[config.mk]
export PLATFORM = sky130hd
export DESIGN_NAME = imm_encoder
export DESIGN_NICKNAME = d
export VERILOG_FILES = /design/src/rtl/imm_encoder.sv
export SDC_FILE = /design/constraint.sdc
export NUM_CORES = 1
export LEC_CHECK = 0
export CORE_MARGIN = 1.5
export CORE_UTILIZATION = 55
export DETAILED_ROUTE_END_ITERATION = 10
export GPL_TIMING_DRIVEN = 0
export PLACE_DENSITY = 0.84
export RECOVER_POWER = 50
export SYNTH_ARGS = -nofsm -noshare
export SYNTH_HDL_FRONTEND = slang
export SYNTH_SLANG_ARGS = --single-unit
[constraint.sdc]
create_clock -name clk -period 9.37 [get_ports clk]
set_clock_uncertainty 0.05 [all_clocks]
set_input_delay 0.937 -clock clk [delete_from_list [all_inputs] [get_ports clk]]
set_output_delay 0.937 -clock clk [all_outputs]
set_load 0.1 [all_outputs]
[src/rtl/imm_encoder.sv]
// imm_encoder: two-stage pipelined RV32I instruction encoder.
// Scatters an immediate into a U/I/S/B/J instruction word and flags
// immediates that cannot be represented in the chosen format.
// An illegal word is still delivered, with out_instr=0 and out_err=1.
// Ports:
//   clk, rst              clock, asynchronous active-high reset
//   in_valid/in_ready     input handshake (in_ready is combinational)
//   in_fmt                000 U, 001 I, 010 J, 011 S, 100 B, others illegal
//   in_imm                two's-complement immediate (U: upper-aligned)
//   in_opcode, in_rd, in_rs1, in_rs2, in_funct3   instruction fields
//   out_valid/out_ready   output handshake
//   out_instr, out_err    encoded word and illegal flag
//   enc_count, err_count  saturating delivered / errored-delivered counts
module imm_encoder (
  input  logic        clk,
  input  logic        rst,
  input  logic        in_valid,
  output logic        in_ready,
  input  logic [2:0]  in_fmt,
  input  logic [31:0] in_imm,
  input  logic [6:0]  in_opcode,
  input  logic [4:0]  in_rd,
  input  logic [4:0]  in_rs1,
  input  logic [4:0]  in_rs2,
  input  logic [2:0]  in_funct3,
  output logic        out_valid,
  input  logic        out_ready,
  output logic [31:0] out_instr,
  output logic        out_err,
  output logic [15:0] enc_count,
  output logic [15:0] err_count
);

  localparam logic [2:0]  FMT_U   = 3'b000;
  localparam logic [2:0]  FMT_I   = 3'b001;
  localparam logic [2:0]  FMT_J   = 3'b010;
  localparam logic [2:0]  FMT_S   = 3'b011;
  localparam logic [2:0]  FMT_B   = 3'b100;
  localparam logic [15:0] CNT_MAX = 16'hFFFF;

  // Stage A: captured input fields
  logic        r_a_valid;
  logic [2:0]  r_a_fmt;
  logic [31:0] r_a_imm;
  logic [6:0]  r_a_opcode;
  logic [4:0]  r_a_rd;
  logic [4:0]  r_a_rs1;
  logic [4:0]  r_a_rs2;
  logic [2:0]  r_a_funct3;

  // Stage B: encoded word
  logic        r_b_valid;
  logic [31:0] r_b_instr;
  logic        r_b_err;
  logic [15:0] r_enc_count;
  logic [15:0] r_err_count;

  logic        w_b_load;
  logic        w_a_load;
  logic        w_deliver;
  logic        w_fits12;
  logic        w_fits13;
  logic        w_fits21;
  logic        w_legal;
  logic [31:0] w_raw;

  assign w_b_load  = ~r_b_valid | out_ready;
  assign in_ready  = ~r_a_valid | w_b_load;
  assign w_a_load  = in_valid & in_ready;
  assign w_deliver = r_b_valid & out_ready;

  // Range checks: the immediate is representable when every bit above the
  // field's sign bit is a copy of it.
  assign w_fits12 = (r_a_imm[31:11] == {21{r_a_imm[11]}});
  assign w_fits13 = (r_a_imm[31:12] == {20{r_a_imm[12]}});
  assign w_fits21 = (r_a_imm[31:20] == {12{r_a_imm[20]}});

  // Field scatter and legality for the word held in stage A
  always_comb begin
    w_raw   = 32'h0000_0000;
    w_legal = 1'b0;
    case (r_a_fmt)
      FMT_U: begin
        w_raw   = {r_a_imm[31:12], r_a_rd, r_a_opcode};
        w_legal = (r_a_imm[11:0] == 12'h000);
      end
      FMT_I: begin
        w_raw   = {r_a_imm[11:0], r_a_rs1, r_a_funct3, r_a_rd, r_a_opcode};
        w_legal = w_fits12;
      end
      FMT_S: begin
        w_raw   = {r_a_imm[11:5], r_a_rs2, r_a_rs1, r_a_funct3,
                   r_a_imm[4:0], r_a_opcode};
        w_legal = w_fits12;
      end
      FMT_B: begin
        w_raw   = {r_a_imm[12], r_a_imm[10:5], r_a_rs2, r_a_rs1, r_a_funct3,
                   r_a_imm[4:1], r_a_imm[11], r_a_opcode};
        w_legal = w_fits13 & ~r_a_imm[0];
      end
      FMT_J: begin
        w_raw   = {r_a_imm[20], r_a_imm[10:1], r_a_imm[11], r_a_imm[19:12],
                   r_a_rd, r_a_opcode};
        w_legal = w_fits21 & ~r_a_imm[0];
      end
      default: begin
        w_raw   = 32'h0000_0000;
        w_legal = 1'b0;
      end
    endcase
  end

  // Stage A register
  always_ff @(posedge clk or posedge rst) begin
    if (rst) begin
      r_a_valid  <= 1'b0;
      r_a_fmt    <= 3'b000;
      r_a_imm    <= 32'h0000_0000;
      r_a_opcode <= 7'h00;
      r_a_rd     <= 5'h00;
      r_a_rs1    <= 5'h00;
      r_a_rs2    <= 5'h00;
      r_a_funct3 <= 3'b000;
    end else if (in_ready) begin
      r_a_valid <= in_valid;
      if (w_a_load) begin
        r_a_fmt    <= in_fmt;
        r_a_imm    <= in_imm;
        r_a_opcode <= in_opcode;
        r_a_rd     <= in_rd;
        r_a_rs1    <= in_rs1;
        r_a_rs2    <= in_rs2;
        r_a_funct3 <= in_funct3;
      end
    end
  end

  // Stage B register; data only changes when a new word moves in so the
  // output holds steady under backpressure.
  always_ff @(posedge clk or posedge rst) begin
    if (rst) begin
      r_b_valid <= 1'b0;
      r_b_instr <= 32'h0000_0000;
      r_b_err   <= 1'b0;
    end else if (w_b_load) begin
      r_b_valid <= r_a_valid;
      if (r_a_valid) begin
        r_b_instr <= w_legal ? w_raw : 32'h0000_0000;
        r_b_err   <= ~w_legal;
      end
    end
  end

  // Saturating delivery statistics
  always_ff @(posedge clk or posedge rst) begin
    if (rst) begin
      r_enc_count <= 16'h0000;
      r_err_count <= 16'h0000;
    end else if (w_deliver) begin
      if (r_enc_count != CNT_MAX) r_enc_count <= r_enc_count + 16'd1;
      if (r_b_err && (r_err_count != CNT_MAX)) r_err_count <= r_err_count + 16'd1;
    end
  end

  assign out_valid = r_b_valid;
  assign out_instr = r_b_instr;
  assign out_err   = r_b_err;
  assign enc_count = r_enc_count;
  assign err_count = r_err_count;

endmodule

==> qor.txt <==
Switching component of the power: 836 µW
Largest net degree at the start of global routing: 82
Initial antenna violation count: 0
Final critical delay including setup and external delays: 3.98 ns
Total chip power: 2070 µW
Top flip-flop cell by instance count after synthesis: dfrtp_1
Kind of cell adding the most delay to the critical path: buffers and inverters
Core region area: 0.0104 mm²
Syn Area/Cell: 11.5 µm²
HPWL after detailed placement: 11100 µm
Critical Path Start Type: primary input
Critical Path Slowest Stage Cell: clkdlybuf4s50_1
Total internal power: 1230 µW
Gate Count Post-Synth: 515
Synthesized flop and latch total: 127
Total count of max-transition violations in the final report: 47
Adder-Cell Fraction of Synth Area: 0.422%
Largest family of logic cells by synthesized area: simple AND/OR/NAND/NOR gates
DIE HEIGHT: 107 µm
Final-layout worst hold slack: 0.446 ns
Setup repair after global routing missed its margin: no
Final net count: 731
Clock-pin slew of the registers on the worst-case setup and hold paths: 0.06 ns
# DRC: 0
Critical path data arrival time: 2.99 ns
Ratio of routed vias to standard cells: 5.94
Switching share of total power: 40.5%
Synth warnings: 0
Final hold vios: 0
Post-synthesis share of cell area spent on xor and xnor gates: 3.84%
Chain of cells forming the critical path: dlygate4sd3_1 > nand3b_1 > clkdlybuf4s50_1
Proportion of synthesized chip area in sequential cells: 53.6%
Max rail drop VDD: 0.000176 V
Mux share of post-synthesis cell area: 13.7%
Crit path capture type: primary output
Part of the cycle the worst path needs: 42.5%
Post-route antenna net violation count: 0
Clock insertion delay at the later pin of the skew report: 0.52 ns
Global-route wire length before repair: 25000 µm
Class of the most critical hold timing path: flop to flop
Sum of negative setup slack: 0 ns
Count of flip-flops with a built-in enable after synthesis: 0
Critical Setup Path Class: primary input to primary output
Number of global-route vias before repair: 4828
Iteration-0 DRC Markers: 407
Part of the total power dissipated in combinational logic: 35.9%
Simple-gate area share of the yosys netlist: 15.1%
Clk buf depth: 2
Failing checks: capacitance limit, slew limit
Share of total power in the clock network: 29.0%
Dpl ws: 5.49 ns
Total wirelength of the detailed-routed design: 15400 µm
Max H-tree Level: 4
Post-CTS Repair Setup Buffers: 0
Quantity of hold-fixing buffers added after cts: 0
Outcome: complete, but fails checks
Average detailed-routed wire length per instance: 19.0 µm
TritonCTS clock tree: yes
Growth of design area from synthesis to finish: 34.3%
Initial core utilization: 56.9%
Ys async rst share: 100%
Relative slew slack: -41.0%
Post-synthesis compound-gate area fraction: 10.8%
Die Outline Area: 0.0114 mm²
Maximum fanout encountered on the critical timing path: 6
Total congestion overflow: 0
Final number of setup-violating endpoints: 0
DR vias: 4825
Net count after synthesis: 581
PD cells: 259 mW/mm²
I/O Buffers: 130
Worst-case setup margin in the final layout: 5.39 ns
Root buf cell: clkbuf_8
Layout cells sized above 1: 18.2%
Number of different library cells in the post-synthesis netlist: 48
Mapped Area: 0.00593 mm²
Max-cap check violation count: 1
Leak pwr: 0.00329 µW
Die X: 107 µm
Critical Path Max Stage Delay: 1.16 ns
Measured slew at the worst slew-check pin: 2.10 ns
Required time reported for the critical path endpoint: 8.38 ns
Count of instances resized after the clock tree is built: 0
RD Place Congestion: 0.947
Clock Sink Count: 127
DRT Pass-1 Iters: 6
Tot GR Track Use: 28.6%
Maximum clock frequency: 251 MHz
Count of buffer and inverter cells on the critical path: 2
Number of core rows: 37
Sequential group share of total power: 35.2%
I/O pin total: 131
Clock buffers created by TritonCTS: 17
Diode insertion count for antenna repair: 0
worst reg2reg max path: stages, from the launching register on:
cell and delay, ns:
dfrtp_1 0.46, nand2b_1 0.14, and2_1 0.25, buf_2 0.26
buf_1 0.42, nor2_1 0.15, a211oi_2 0.25
through the flow:
stage | area [µm²] | std cells | utilization, %
floorplan | 5930 | 515 | -
global placement | 7400 | 781 | 71.1
detailed placement | 7430 | 782 | 71.4
CTS | 7970 | 812 | 76.6
global route | 7970 | 812 | 76.5
finish | 7970 | 812 | 76.5
Yosys cell counts, types with 4 or more instances:
cell type | instances | share of area [%]
a221oi_1 | 5 | 0.74
nor4_1 | 9 | 0.95
nand2_1 | 37 | 2.3
nor3_2 | 8 | 1.4
a311oi_1 | 5 | 0.74
nor2b_1 | 9 | 0.95
a211oi_2 | 6 | 1.3
nand2b_1 | 5 | 0.53
o21ai_0 | 17 | 1.4
xor2_1 | 6 | 0.89
o211ai_1 | 6 | 0.76
mux2_2 | 63 | 12
clkbuf_1 | 10 | 0.63
a31oi_1 | 5 | 0.53
xnor2_1 | 20 | 3.0
dfrtp_1 | 127 | 54
a21oi_1 | 17 | 1.4
buf_2 | 9 | 0.76
a2bb2oi_1 | 4 | 0.59
nand3_1 | 19 | 1.6
nor2_1 | 41 | 2.6
and3_1 | 10 | 1.1
nand4_1 | 10 | 1.1
a22oi_1 | 9 | 1.1
mux2i_1 | 9 | 1.5
o221ai_1 | 5 | 0.74
and4_1 | 7 | 1.0
kinds of logic after synthesis:
group / count (synthesis)
fa+ha+maj: 2
mux: 73
compound gates: 88
flops: 127
simple gates: 169
buf+inv: 30
xor+xnor: 26
flip-flops by register name (all words and copies together), names as in the netlist:
name / flops
enc_count: 16
err_count: 16
out_err: 1
out_instr: 32
out_valid: 1
r_a_fmt: 3
r_a_funct3: 3
r_a_imm: 32
r_a_opcode: 7
r_a_rd: 5
r_a_rs1: 5
r_a_rs2: 5
r_a_valid: 1
cell usage in the layout, fill, tap and decap left out, types with 13 or more instances in the layout:
cell,n
a21oi_1,17
clkdlybuf4s50_1,128
clkbuf_1,13
o21ai_0,17
mux2_2,63
dfrtp_1,127
nand3_1,19
nor2_1,41
clkbuf_16,16
xnor2_1,20
nand2_1,37
power groups by stage:
stage               clock [µW]  sequential, µW  combinational [µW]
floorplan                    0            1050                 212
global placement             0             724                 721
detailed placement           0             730                 736
CTS                        604             722                 741
global route               632             736                 774
finish                     599             726                 740
metal layers:
| layer | share of wire, % | vias to the layer above | track usage (%) |
|---|---|---|---|
| met5 | 0 | - | 0 |
| met3 | 6.5 | 42 | 5.65 |
| met2 | 50 | 225 | 48.7 |
| met4 | 2.7 | 0 | 11.4 |
| met1 | 41 | 2368 | 36.0 |
| li1 | - | 2190 | - |
worst paths after layout:
path                       cells after the start                   endpoint                     start  slack [ns]
max in group asynchronous                      3      r_a_rd[3]$_DFFE_PP0P_                       rst        6.81
min in group asynchronous                      2  err_count[13]$_DFFE_PP0P_                       rst        1.38
max                                            3                   in_ready                 out_ready        5.39
max reg2reg                                    6  out_instr[21]$_DFFE_PP0P_     out_valid$_DFFE_PP0P_        7.30
min                                            1   err_count[7]$_DFFE_PP0P_  err_count[7]$_DFFE_PP0P_        0.45
min reg2reg                                    1   err_count[7]$_DFFE_PP0P_  err_count[7]$_DFFE_PP0P_        0.45
area by class of cell:
cell class              count  area [µm²]
flip-flops and latches    127        3180
multi-input cells         358        2600
fillers                   700        2450
repair buffers            131        1330
clock buffers              24         480
well taps                 136         170
plain buffers              27         139
clock inverters             6        58.8
inverters                   3        12.5
Power figures use the tool's default switching activity.
